===== config.mk =====
export PLATFORM = sky130hd
export DESIGN_NAME = threshold_reset_unit
export DESIGN_NICKNAME = d
export VERILOG_FILES = /design/src/rtl/threshold_reset_unit.sv
export SDC_FILE = /design/constraint.sdc
export NUM_CORES = 1
export LEC_CHECK = 0
export CORE_MARGIN = 4
export CORE_UTILIZATION = 43
export CTS_BUF_LIST = sky130_fd_sc_hd__clkbuf_8
export DETAILED_ROUTE_END_ITERATION = 16
export GPL_ROUTABILITY_DRIVEN = 0
export GPL_TIMING_DRIVEN = 0
export PLACE_DENSITY = 0.81
export SETUP_SLACK_MARGIN = 0.3
export SYNTH_ARGS = -nofsm -noshare
export SYNTH_HDL_FRONTEND = slang
export SYNTH_SLANG_ARGS = --single-unit

===== constraint.sdc =====
create_clock -name clk -period 1.65 [get_ports clk]
set_input_delay 0.2475 -clock clk [delete_from_list [all_inputs] [get_ports clk]]
set_output_delay 0.2475 -clock clk [all_outputs]
set_load 0.01 [all_outputs]

===== src/rtl/threshold_reset_unit.sv =====
// Threshold/reset stage of a spiking neuron: fires on a (optionally jittered) positive
// threshold, clamps to a floor on the negative threshold, otherwise passes the potential.
module threshold_reset_unit #(
  parameter logic [7:0] POS_THRESHOLD = 8'h80,
  parameter logic [7:0] NEG_THRESHOLD = 8'h40,
  parameter logic [7:0] LFSR_SEED     = 8'hA5
) (
  input  logic       clk,
  input  logic       rst,
  input  logic [7:0] membrane_potential,
  input  logic [1:0] pos_neg_thresholds,
  input  logic       mask,
  input  logic [7:0] v_reset,
  output logic       threshold_output,
  output logic [7:0] reset_membrane_potential
);

  logic [7:0] r_lfsr;
  logic       w_fb;
  logic       w_eta;
  logic [8:0] w_pos_sum;
  logic [7:0] w_pos_thr;
  logic       w_pos_cross;
  logic       w_neg_cross;
  logic       w_spike;
  logic [7:0] w_vm_next;

  // x^8+x^6+x^5+x^4+1: taps on bits 7,5,4,3, shifting toward the MSB
  assign w_fb = r_lfsr[7] ^ r_lfsr[5] ^ r_lfsr[4] ^ r_lfsr[3];

  always_ff @(posedge clk) begin
    if (rst) r_lfsr <= LFSR_SEED;
    else     r_lfsr <= {r_lfsr[6:0], w_fb};
  end

  assign w_eta     = r_lfsr[0] & mask;
  assign w_pos_sum = {1'b0, POS_THRESHOLD} + {8'd0, w_eta};
  // Saturate so a 8'hFF threshold plus jitter never wraps to zero
  assign w_pos_thr = w_pos_sum[8] ? 8'hFF : w_pos_sum[7:0];

  assign w_pos_cross = pos_neg_thresholds[0] && (membrane_potential >= w_pos_thr);
  assign w_neg_cross = pos_neg_thresholds[1] && (membrane_potential < NEG_THRESHOLD);

  always_comb begin
    w_spike   = 1'b0;
    w_vm_next = membrane_potential;
    if (w_pos_cross) begin
      w_spike   = 1'b1;
      w_vm_next = v_reset;
    end else if (w_neg_cross) begin
      w_vm_next = NEG_THRESHOLD;
    end
  end

  always_ff @(posedge clk) begin
    if (rst) begin
      threshold_output         <= 1'b0;
      reset_membrane_potential <= 8'h00;
    end else begin
      threshold_output         <= w_spike;
      reset_membrane_potential <= w_vm_next;
    end
  end

endmodule


# ---- Word-level counts from Yosys, hierarchy flattened
# Cells that the tools add are included.
dict set report op_classes {
  muxes 4
  reduce_logical 2
  add_sub_neg 1
  n_bitwise 4
  order_cmp 2
}
# cell count
set ops {}
lappend ops {{8-bit two-way mux} 3}
lappend ops {{8-bit by 1-bit adder with 9-bit output (first input constant)} 1}
lappend ops {{8-bit >= comparator} 1}
lappend ops {{8-bit by 7-bit < comparator with 1-bit output (second input constant)} 1}
lappend ops {{1-bit XOR} 3}
lappend ops {{1-bit logical AND} 2}
lappend ops {{1-bit bitwise AND} 1}
lappend ops {{1-bit two-way mux} 1}
dict set report word_totals {
  regBits 17
  word_cells 16
  inputBits 21
}

# ---- Depth between registers and ports, before layout
# Gate-level depths: netlist (run 1).
dict set report logic_depth {
  depth_word 6
  ltp_mapped 5
}

# ---- Least setup slack after synthesis (run 1)
# OpenSTA, ideal clock, no wires.
dict set report synth_timing {
  path_kind {reg2reg}
  from {register r_lfsr[0]}
  to {register threshold_output}
  setup_slack_ns 0.260
  arrival_time_ns 1.265
  required_ns 1.525
  n_path_buf 0
  stages_incl_launch_ff 6
  period_less_slack_ns 1.390
  cell_sequence {dfxtp_1 -> and2_1 -> ha_1 -> nor4b_4 -> a21oi_4 -> nor2b_1}
}
dict set report synth_between {
  elab_chain_cells 6
}
# item line_no
set synth_lines {}
lappend synth_lines {{from (decl)} 18} ;# logic [7:0] r_lfsr;
lappend synth_lines {{from (signal assigned)} 33} ;# else r_lfsr <= {r_lfsr[6:0], w_fb};
lappend synth_lines {{1-bit bitwise AND} 36} ;# assign w_eta = r_lfsr[0] & mask;
lappend synth_lines {{8-bit by 1-bit adder with 9-bit output} 37} ;# assign w_pos_sum = {1'b0, POS_THRESHOLD} + {8'd0, w_eta};
lappend synth_lines {{8-bit two-way mux} 39} ;# assign w_pos_thr = w_pos_sum[8] ? 8'hFF : w_pos_sum[7:0];
lappend synth_lines {{8-bit >= comparator} 41} ;# assign w_pos_cross = pos_neg_thresholds[0] && (membrane_potential >= w_pos_thr);
lappend synth_lines {{1-bit logical AND} 41}
lappend synth_lines {{1-bit two-way mux} 47} ;# if (w_pos_cross) begin
lappend synth_lines {{to (signal assigned)} 60} ;# threshold_output <= w_spike;
lappend synth_lines {{to (decl)} 14} ;# output logic threshold_output,
# No other way between the ends.
# A chain may end at the register's enable or synchronous reset.

# ---- Worst setup path in the final report (run 1)
dict set report layout_timing {
  from {register r_lfsr[0]}
  to {register reset_membrane_potential[6]}
}
dict set report layout_between {
  elab_chain_cells 6
}
# item line_no
set layout_lines {}
lappend layout_lines {{1-bit bitwise AND} 36}
lappend layout_lines {{8-bit by 1-bit adder with 9-bit output} 37}
lappend layout_lines {{8-bit two-way mux} 39}
lappend layout_lines {{8-bit >= comparator} 41}
lappend layout_lines {{1-bit logical AND} 41}
lappend layout_lines {{8-bit two-way mux} 47}
lappend layout_lines {{to (signal assigned)} 61} ;# reset_membrane_potential <= w_vm_next;
lappend layout_lines {{to (decl)} 15} ;# output logic [7:0] reset_membrane_potential
# No other way between the ends.

==> results of run 1 <==
[area by class of cell]
cell class | count | area, µm² | area share [%]
multi-input combinational | 44 | 401.6 | 34.85
sequential | 17 | 341.6 | 29.64
timing repair buffer | 31 | 320.3 | 27.80
clock buffer | 3 | 41.29 | 3.583
tap | 16 | 20.02 | 1.737
buffer | 3 | 12.51 | 1.086
clock inverter | 1 | 7.507 | 0.6515
inverter | 2 | 7.507 | 0.6515
[kinds of logic (layout without fill, tap and decap cells)]
kind of cell / Yosys count / after routing / synth area share (%)
compound gates: 3 / 4 / 4.000
xor+xnor: 3 / 3 / 3.653
fa+ha+maj: 1 / 1 / 1.739
buf+inv: 5 / 40 / 2.783
flops: 17 / 17 / 47.30
mux: 7 / 7 / 9.740
simple gates: 29 / 29 / 30.78
[registers in the layout, summed over array words and instances, names as in the netlist]
name                      flops
threshold_output              1
r_lfsr                        8
reset_membrane_potential      8
[worst max-delay path, cell delays in order (launching register included)]
cell and delay (ps):
dfxtp_2 320, and2_4 140, ha_4 240, nor4b_4 250, buf_4 180, a21oi_4 90, mux2i_1 140
[worst max-delay path by stage]
| stage | startpoint | end | slack (ps) | cells past startpoint |
|---|---|---|---|---|
| after floorplan | r_lfsr[0]$_SDFF_PP1_ | threshold_output$_SDFF_PP0_ | 280 | 5 |
| after global placement | membrane_potential[0] | threshold_output$_SDFF_PP0_ | -180 | 6 |
| after detailed placement | mask | threshold_output$_SDFF_PP0_ | -180 | 6 |
| after CTS | r_lfsr[0]$_SDFF_PP1_ | threshold_output$_SDFF_PP0_ | 190 | 5 |
| after global routing | r_lfsr[0]$_SDFF_PP1_ | reset_membrane_potential[6]$_SDFF_PP0_ | 110 | 6 |
| final | r_lfsr[0]$_SDFF_PP1_ | reset_membrane_potential[6]$_SDFF_PP0_ | 170 | 6 |
[layer usage]
| layer | global-route usage (%) | vias up |
|---|---|---|
| li1 | - | 289 |
| met5 | 0 | - |
| met1 | 16.20 | 239 |
| met3 | 4.281 | 5 |
| met4 | 9.417 | 0 |
| met2 | 21.52 | 18 |
[stage by stage]
stage               setup WS (ps)  instance area (µm²)  util, %  power [W]
global placement           -177.4                 1045    67.78  0.0006458
floorplan                   276.0                734.5        -  0.0005506
detailed placement         -178.1                 1045    67.78  0.0006479
global route                108.8                 1152    74.76   0.001013
CTS                         186.2                 1112    72.16  0.0009666
finish                      168.6                 1152    74.76  0.0009692
[cells in the final DEF (no fill, tap or decap)]
master | netlist | layout
nand2_1 | 1 | 1
xor2_1 | 2 | 2
or3b_1 | 1 | 1
buf_2 | 1 | 1
nor2b_1 | 6 | 5
dfxtp_1 | 17 | 16
dfxtp_2 | 0 | 1
nor2b_4 | 0 | 1
ha_4 | 0 | 1
nand3b_1 | 6 | 6
a21oi_2 | 0 | 1
a21oi_4 | 1 | 2
nor4b_4 | 1 | 1
xnor2_1 | 1 | 1
o21bai_1 | 1 | 1
clkdlybuf4s50_1 | 0 | 20
nor4_4 | 1 | 1
inv_1 | 2 | 1
or2_2 | 3 | 3
clkinvlp_4 | 0 | 1
nand2b_1 | 9 | 9
dlymetal6s2s_1 | 0 | 7
clkbuf_1 | 2 | 2
dlygate4sd2_1 | 0 | 2
buf_4 | 0 | 2
mux2i_1 | 7 | 7
and2_4 | 0 | 1
clkbuf_8 | 0 | 3
inv_2 | 0 | 1
[where the power goes]
group / switching, W / leakage [nW] / internal (W)
registers: 0.00000990 / 0.142 / 0.000445
clock network: 0.000146 / 0.0217 / 0.000170
logic: 0.0000768 / 0.372 / 0.000122
[what timing repair did]
| item | CTS | global route |
|---|---|---|
| hold endpoints to repair | 0 | 0 |
| setup buffers | 0 | 2 |
| pin swaps | 5 | 1 |
| endpoints found under the setup margin | 9 | 16 |
| gates cloned | 1 | 0 |
| gates resized for setup | 6 | 8 |
==> metrics, run 1 <==
status=finished clean; met1 WL=683 µm; share of post-route cells with drive strength above 1=19.80%; Worst Setup Start Kind=flip-flop; WHS=419.5 ps; Worst EP arrival=1610 ps; Area contributors post-synth=dfxtp_1 47%, mux2i_1 9.7%, nand2b_1 7.8%, nand3b_1 6.3%, nor2b_1 5.2%; RSZ-0062 raised after global routing=true; worst relative slew slack=69.56%; CTS hold repair buffers=0; worst r2r path cells=6; final antenna-violating net count=0; clock skew=4.558 ps; Primary FF master, synth=dfxtp_1; reg-to-reg startpoint=r_lfsr[0]$_SDFF_PP1_; hpwl dp=1015 µm; Max Freq=0.6750 GHz; dpl cells=110; sequential area share after synthesis=47.30%; die width=48.91 µm; Clock Tree Root=clkbuf_8; number of synthesized flops with an enable pin=0; Die Ht=48.91 µm; clk sink count=17; final hold vios=0; via/cell ratio=4.709; worst hold path class=flip-flop to flip-flop; Slew @ Worst Pin=456.7 ps; CP Class=flip-flop to flip-flop; period utilization=89.78%; Commonest cells post-synth=17 x dfxtp_1, 9 x nand2b_1, 7 x mux2i_1; final setup fails=0; area grow syn2layout=60.17%; wire length on met3=85 µm; FF-to-FF setup slack=170 ps; die area=2392 µm²; WHS Path Cells=1; Yosys top cell area share=47.30%; initial core utilization=46.67%; DR iter-0 viols=4; Power per Cell Area=841.0 nW/µm²; Non-Filler Instances=117; hold_sp=r_lfsr[1]$_SDFF_PP0_; CTS tree=yes; clock latency on the worst-skew pair=250 ps; global route overflow=0; post-synth cell types=20; clk buf depth=2; Pins Over Slew Limit=0; core footprint=1541 µm²; num rows=14; clock slew at reported path FFs=70 ps; Sum Neg Setup Slack=0 ps; Lkg Pwr=0.5354 nW; critical register-to-register path endpoint=reset_membrane_potential[6]$_SDFF_PP0_; Post-Syn Instances=65; Max Fanout on Critical Path=5; vias in the first global route=556; Worst EP required=1780 ps; Post-Syn Area=719.4 µm²; fin crit period=1481 ps; Global Route Usage Sum=13.91%; I/O Buffers=29; htree depth=1; #FFs+latches synth=17; via count=551; top-count cell post-synth=dfxtp_1; Crit. End Element=flip-flop; drt wl/cell=13.50 µm; synth warn=0; I/O pin cnt=30; syn_nets=87; DRC errors left=0; drt total wl=1579 µm; largest net degree at the start of global routing=12; WHS Endpoint=r_lfsr[2]$_SDFF_PP1_; n_diodes=0; ys async rst share=0%; CTS buffer count=3; first-pass GRT wire length=2511 µm; met2 routed WL=765 µm; # fillers=118; Synth area leader=dfxtp_1; initial antenna violation count=0; max-cap violations=0; synthesized area per cell=11.07 µm²; top layer in use=met4; Peak VDD IR=660.2 µV; nets=124; drt first pass iters=2
Power figures use the tool's default switching activity.
==> run 2: changes to the inputs <==
Settings changed: CORE_UTILIZATION 43 to 39, PLACE_DENSITY 0.81 to 0.77.
Clock period 1.65 ns to 1.3 ns, I/O delays scaled along.
==> metrics, run 2 (synthesis results as in run 1) <==
share of total power in combinational logic=18.4%; via count=552; DR iter-0 viols=2; DRC errors left=0; max-cap violations=0; Peak VDD IR=855.7 µV; drt wl/cell=12.33 µm; clock skew=0.8571 ps; largest net degree at the start of global routing=12; final setup fails=9; htree depth=1; clock slew at reported path FFs=70 ps; power share of the clock group=33.4%; period utilization=113.0%; Flop pwr share=48.2%; Die Ht=50.95 µm; global route overflow=0; final hold vios=0; Multi-input gate area=397.9 µm²; dpl cells=119; Worst Setup Start Kind=flip-flop; internal power=0.0009114 W; Pins Over Slew Limit=0; Global Route Usage Sum=13.24%; Util after Layout=62.22%; largest stage delay on the critical path=350 ps; setup ws final=-168.5 ps; register area=342.8 µm²; Max Freq=0.6810 GHz; clk buf depth=2; num rows=15; # fillers=158; WHS=389.5 ps; n_diodes=0; DP Worst Slack=-511.6 ps; CTS tree=yes; core footprint=1745 µm²; net load switching power=0.0002892 W; drt total wl=1529 µm; commonest non-fill, non-tap cells in the layout=17 x clkdlybuf4s50_1, 15 x dfxtp_1, 9 x nand2b_1; die width=50.95 µm; I/O Buffers=29; Worst EP required=1430 ps; worst relative slew slack=73.42%; via/cell ratio=4.452; CP bufs+invs=0; CP Class=flip-flop to flip-flop; Critical Path, Cell by Cell=and2_4 -> ha_4 -> nor4b_4 -> a21oi_4 -> mux2i_1; die area=2596 µm²; clock latency on the worst-skew pair=250 ps; drt first pass iters=2; Sum Neg Setup Slack=-1202 ps; failing checks=negative setup slack; fin crit period=1469 ps; clk sink count=17; area grow syn2layout=50.96%; Slew @ Worst Pin=395.8 ps; initial core utilization=41.22%; worst hold path class=input pin to flip-flop; first-pass GRT wire length=2573 µm; slowest CP cell=nor4b_4; Clock Tree Root=clkbuf_8; vias in the first global route=590; initial antenna violation count=0; CP delay by family, top=simple AND/OR/NAND/NOR gates; share of post-route cells with drive strength above 1=27.27%; Top Registers=r_lfsr (8), reset_membrane_potential (8), threshold_output (1); Crit. End Element=flip-flop; CTS hold repair buffers=0; RSZ-0062 raised after global routing=true; switching share of power=24.09%; Worst EP arrival=1600 ps; Lkg Pwr=0.4403 nW; CTS buffer count=3; most common cell after layout, fill and taps aside=clkdlybuf4s50_1; status=finished, violations left; nets=122; Max Fanout on Critical Path=5; hpwl dp=1129 µm; final antenna-violating net count=0; I/O pin cnt=30; Non-Filler Instances=124; Power per Cell Area=1105 nW/µm²
-- run 2: final cells by class --
class	instances	area share, %
buffer	3	1.498
clock buffer	3	3.802
clock inverter	1	0.6912
inverter	2	0.6912
multi-input combinational	44	36.64
sequential	17	31.57
tap	25	2.880
timing repair buffer	29	22.24
-- run 2: per-stage QoR --
step,power (W),cell area (µm²)
final,0.001201,1086
after global routing,0.001261,1086
after CTS,0.001223,1125
after detailed placement,0.0008257,1056
after global placement,0.0008198,1056
after floorplan,0.0006989,734.5
-- run 2: power by group through the flow --
stage	Clock (W)	Sequential, W	Combinational [W]
2_1_floorplan	0	0.000597	0.000102
3_3_place_gp	0	0.000588	0.000232
3_5_place_dp	0	0.000590	0.000236
4_1_cts	0.000413	0.000579	0.000231
5_1_grt	0.000436	0.000584	0.000241
6_report	0.000401	0.000579	0.000220
-- run 2: metal layers --
| layer | routed length (µm) | GRT usage, % | vias up | part of all wire (%) |
|---|---|---|---|---|
| met5 | 0 | 0 | - | 0 |
| met1 | 629 | 14.00 | 251 | 41 |
| met2 | 792 | 24.68 | 16 | 52 |
| met4 | 15 | 5.381 | 0 | 0.98 |
| li1 | - | - | 283 | - |
| met3 | 91 | 3.207 | 2 | 6.0 |
-- run 2: repair_timing --
item	in CTS	in global routing
pin swaps	3	0
gates resized for setup	27	11
cloned	1	0
setup endpoints to repair	26	18
buffers inserted	0	0
-- run 2: final timing paths --
kind | startpoint | to | slack, ps | cells past startpoint
setup reg to reg | r_lfsr[0]$_SDFF_PP1_ | reset_membrane_potential[3]$_SDFF_PP0_ | -170 | 5
hold reg to reg | r_lfsr[6]$_SDFF_PP0_ | r_lfsr[7]$_SDFF_PP1_ | 420 | 1
hold / removal | membrane_potential[0] | reset_membrane_potential[0]$_SDFF_PP0_ | 390 | 3
setup / recovery | r_lfsr[0]$_SDFF_PP1_ | reset_membrane_potential[3]$_SDFF_PP0_ | -170 | 5
-- run 2: worst register-to-register path: stages, from the launching register on --
cell and delay, ps:
dfxtp_2 320, and2_4 150, ha_4 210, nor4b_4 350
a21oi_4 150, mux2i_1 160
==> run 3: changes to the inputs <==
Settings changed: ABC_AREA set to 1, SLEW_MARGIN set to 20.
==> metrics, run 3 <==
status=finished, violations left; failing checks=negative setup slack; slowest CP cell=dfxtp_2; drt wl/cell=9.675 µm; Post-Syn Instances=100; post-synth cell types=18; reg-to-reg startpoint=r_lfsr[0]$_SDFF_PP1_; final setup fails=8; most common cell after layout, fill and taps aside=nor2_1; Slew @ Worst Pin=225.1 ps; sequential area share after synthesis=46.58%; number of synthesized flops with an enable pin=0; Flop pwr share=48.5%; Die Ht=51.29 µm; synth warn=0; initial core utilization=41.86%; synthesized area per cell=7.307 µm²; Crit. End Element=flip-flop; DRC errors left=0; switching share of power=23.87%; total power=0.001188 W; CTS buffer count=3; Max Freq=0.7212 GHz; internal power=0.0009042 W; initial antenna violation count=0; first-pass GRT wire length=2787 µm; clock skew=1.291 ps; RSZ-0062 raised after global routing=true; setup ws final=-86.55 ps; final hold vios=0; Yosys top cell area share=46.58%; core footprint=1745 µm²; worst relative slew slack=84.83%; Critical Path Most Common Cell=nand2_2; WHS Endpoint=r_lfsr[3]$_SDFF_PP0_; largest stage delay on the critical path=340 ps; share of post-route cells with drive strength above 1=30.50%; num rows=15; max-cap violations=0; Max Fanout on Critical Path=6; global route overflow=0; via/cell ratio=4.114; clk sink count=17; nets=164; Lkg Pwr=0.5803 nW; Power per Cell Area=1014 nW/µm²; fin crit period=1387 ps; net load switching power=0.0002834 W; area grow syn2layout=60.27%; WHS Path Cells=2; drt total wl=1606 µm; worst r2r path cells=12; via count=683; syn_nets=122; drt first pass iters=4; Worst Setup SP=r_lfsr[0]$_SDFF_PP1_; commonest non-fill, non-tap cells in the layout=19 x nor2_1, 18 x clkdlybuf4s50_1, 17 x nand2_1; hold_sp=r_lfsr[2]$_SDFF_PP1_; clock slew at reported path FFs=60 ps; Peak VDD IR=607.0 µV; Primary FF master, synth=dfxtp_1; ys async rst share=0%; FF-to-FF setup slack=-90 ps; I/O Buffers=29; I/O pin cnt=30; share of total power in combinational logic=19.7%; Clock Tree Root=clkbuf_8; Worst EP arrival=1530 ps; Critical Path, Cell by Cell=nand2_2 -> inv_2 -> ha_4 -> inv_2 -> nand2_2 -> nor2_2 -> nand2_2 -> buf_4 -> nand2_4 -> nand2_1 -> nand2_1 -> nor2_1; hpwl dp=1162 µm; Top Registers=r_lfsr (8), reset_membrane_potential (8), threshold_output (1); period utilization=106.7%; clock latency on the worst-skew pair=240 ps; Worst Setup Start Kind=flip-flop; CP Class=flip-flop to flip-flop; #FFs+latches synth=17; worst hold path class=flip-flop to flip-flop; critical register-to-register path endpoint=reset_membrane_potential[2]$_SDFF_PP0_; htree depth=1; DR iter-0 viols=9; Global Route Usage Sum=13.59%; n_diodes=0; CTS tree=yes; Commonest cells post-synth=19 x nand2_1, 19 x nor2_1, 17 x dfxtp_1; die area=2630 µm²; vias in the first global route=711; largest net degree at the start of global routing=11; Util after Layout=67.10%; die width=51.29 µm; final antenna-violating net count=0; Area contributors post-synth=dfxtp_1 47%, nand2_1 9.8%, nor2_1 9.8%, inv_1 7.7%, nand3b_1 5.1%; power share of the clock group=31.8%; clk buf depth=2; Worst EP required=1440 ps; Pins Over Slew Limit=0; Synth area leader=dfxtp_1; CTS hold repair buffers=0; Post-Syn Area=730.7 µm²
[run 3: cells by family (layout without fill, tap and decap cells)]
family / after synthesis / after routing / share of synthesized area [%]
simple gates: 51 / 51 / 31.51
buf+inv: 21 / 62 / 12.33
flops: 17 / 17 / 46.58
compound gates: 8 / 8 / 5.480
xor+xnor: 2 / 2 / 2.398
fa+ha+maj: 1 / 1 / 1.712
[run 3: cell type report]
cell class / count / area, µm²
inverters: 18 / 67.56
plain buffers: 3 / 26.28
repair buffers: 37 / 316.6
flip-flops and latches: 17 / 341.6
clock inverters: 1 / 5.005
clock buffers: 3 / 41.29
multi-input cells: 62 / 341.6
well taps: 25 / 31.28
fillers: 146 / 574.3
[run 3: how the worst max path moves through the flow]
stage                                                  end  slack (ps)  cells after the start
floorplan           reset_membrane_potential[0]$_SDFF_PP0_          30                     10
global placement    reset_membrane_potential[6]$_SDFF_PP0_        -380                     10
detailed placement  reset_membrane_potential[2]$_SDFF_PP0_        -390                     11
CTS                 reset_membrane_potential[4]$_SDFF_PP0_        -140                     11
global route        reset_membrane_potential[2]$_SDFF_PP0_        -180                     12
finish              reset_membrane_potential[2]$_SDFF_PP0_         -90                     12
[run 3: critical path, delay by kind of cell (launching register included)]
| kind | cells | cell delay [ps] |
|---|---|---|
| and+or+nand+nor | 8 | 500 |
| DFF | 1 | 340 |
| adders and majority gates | 1 | 190 |
| buffers and inverters | 3 | 260 |
[run 3: what timing repair did]
item | 4_1_cts | 5_1_grt
pin swaps | 6 | 6
endpoints found under the hold margin | 0 | 0
gates cloned | 1 | 0
endpoints found under the setup margin | 21 | 20
buffers inserted | 6 | 1
gates resized for setup | 24 | 15
[run 3: stage by stage]
step	setup TNS (ps)	hold slack (ps)	std cells	setup WS [ps]	area, µm²
after floorplan	0	311.1	100	34.22	749.5
after global routing	-1234	427.8	166	-178.9	1171
final	-389.4	411.4	166	-86.55	1171
after global placement	-3201	390.9	154	-384.7	1071
after CTS	-757.1	415.7	165	-139.3	1175
after detailed placement	-3228	398.3	154	-388.0	1071
[run 3: power groups by stage]
stage | Combinational (W) | Sequential, W | Clock, W
6_report | 0.000234 | 0.000576 | 0.000377
4_1_cts | 0.000231 | 0.000575 | 0.000386
5_1_grt | 0.000260 | 0.000582 | 0.000409
2_1_floorplan | 0.0000992 | 0.000594 | 0
3_5_place_dp | 0.000225 | 0.000586 | 0
3_3_place_gp | 0.000220 | 0.000584 | 0
[run 3: layer usage]
layer | track usage, % | vias to the layer above | part of all wire (%)
met3 | 2.915 | 2 | 7.0
li1 | - | 376 | -
met1 | 16.76 | 283 | 42
met4 | 3.930 | 0 | 1.3
met5 | 0 | - | 0
met2 | 23.61 | 22 | 49
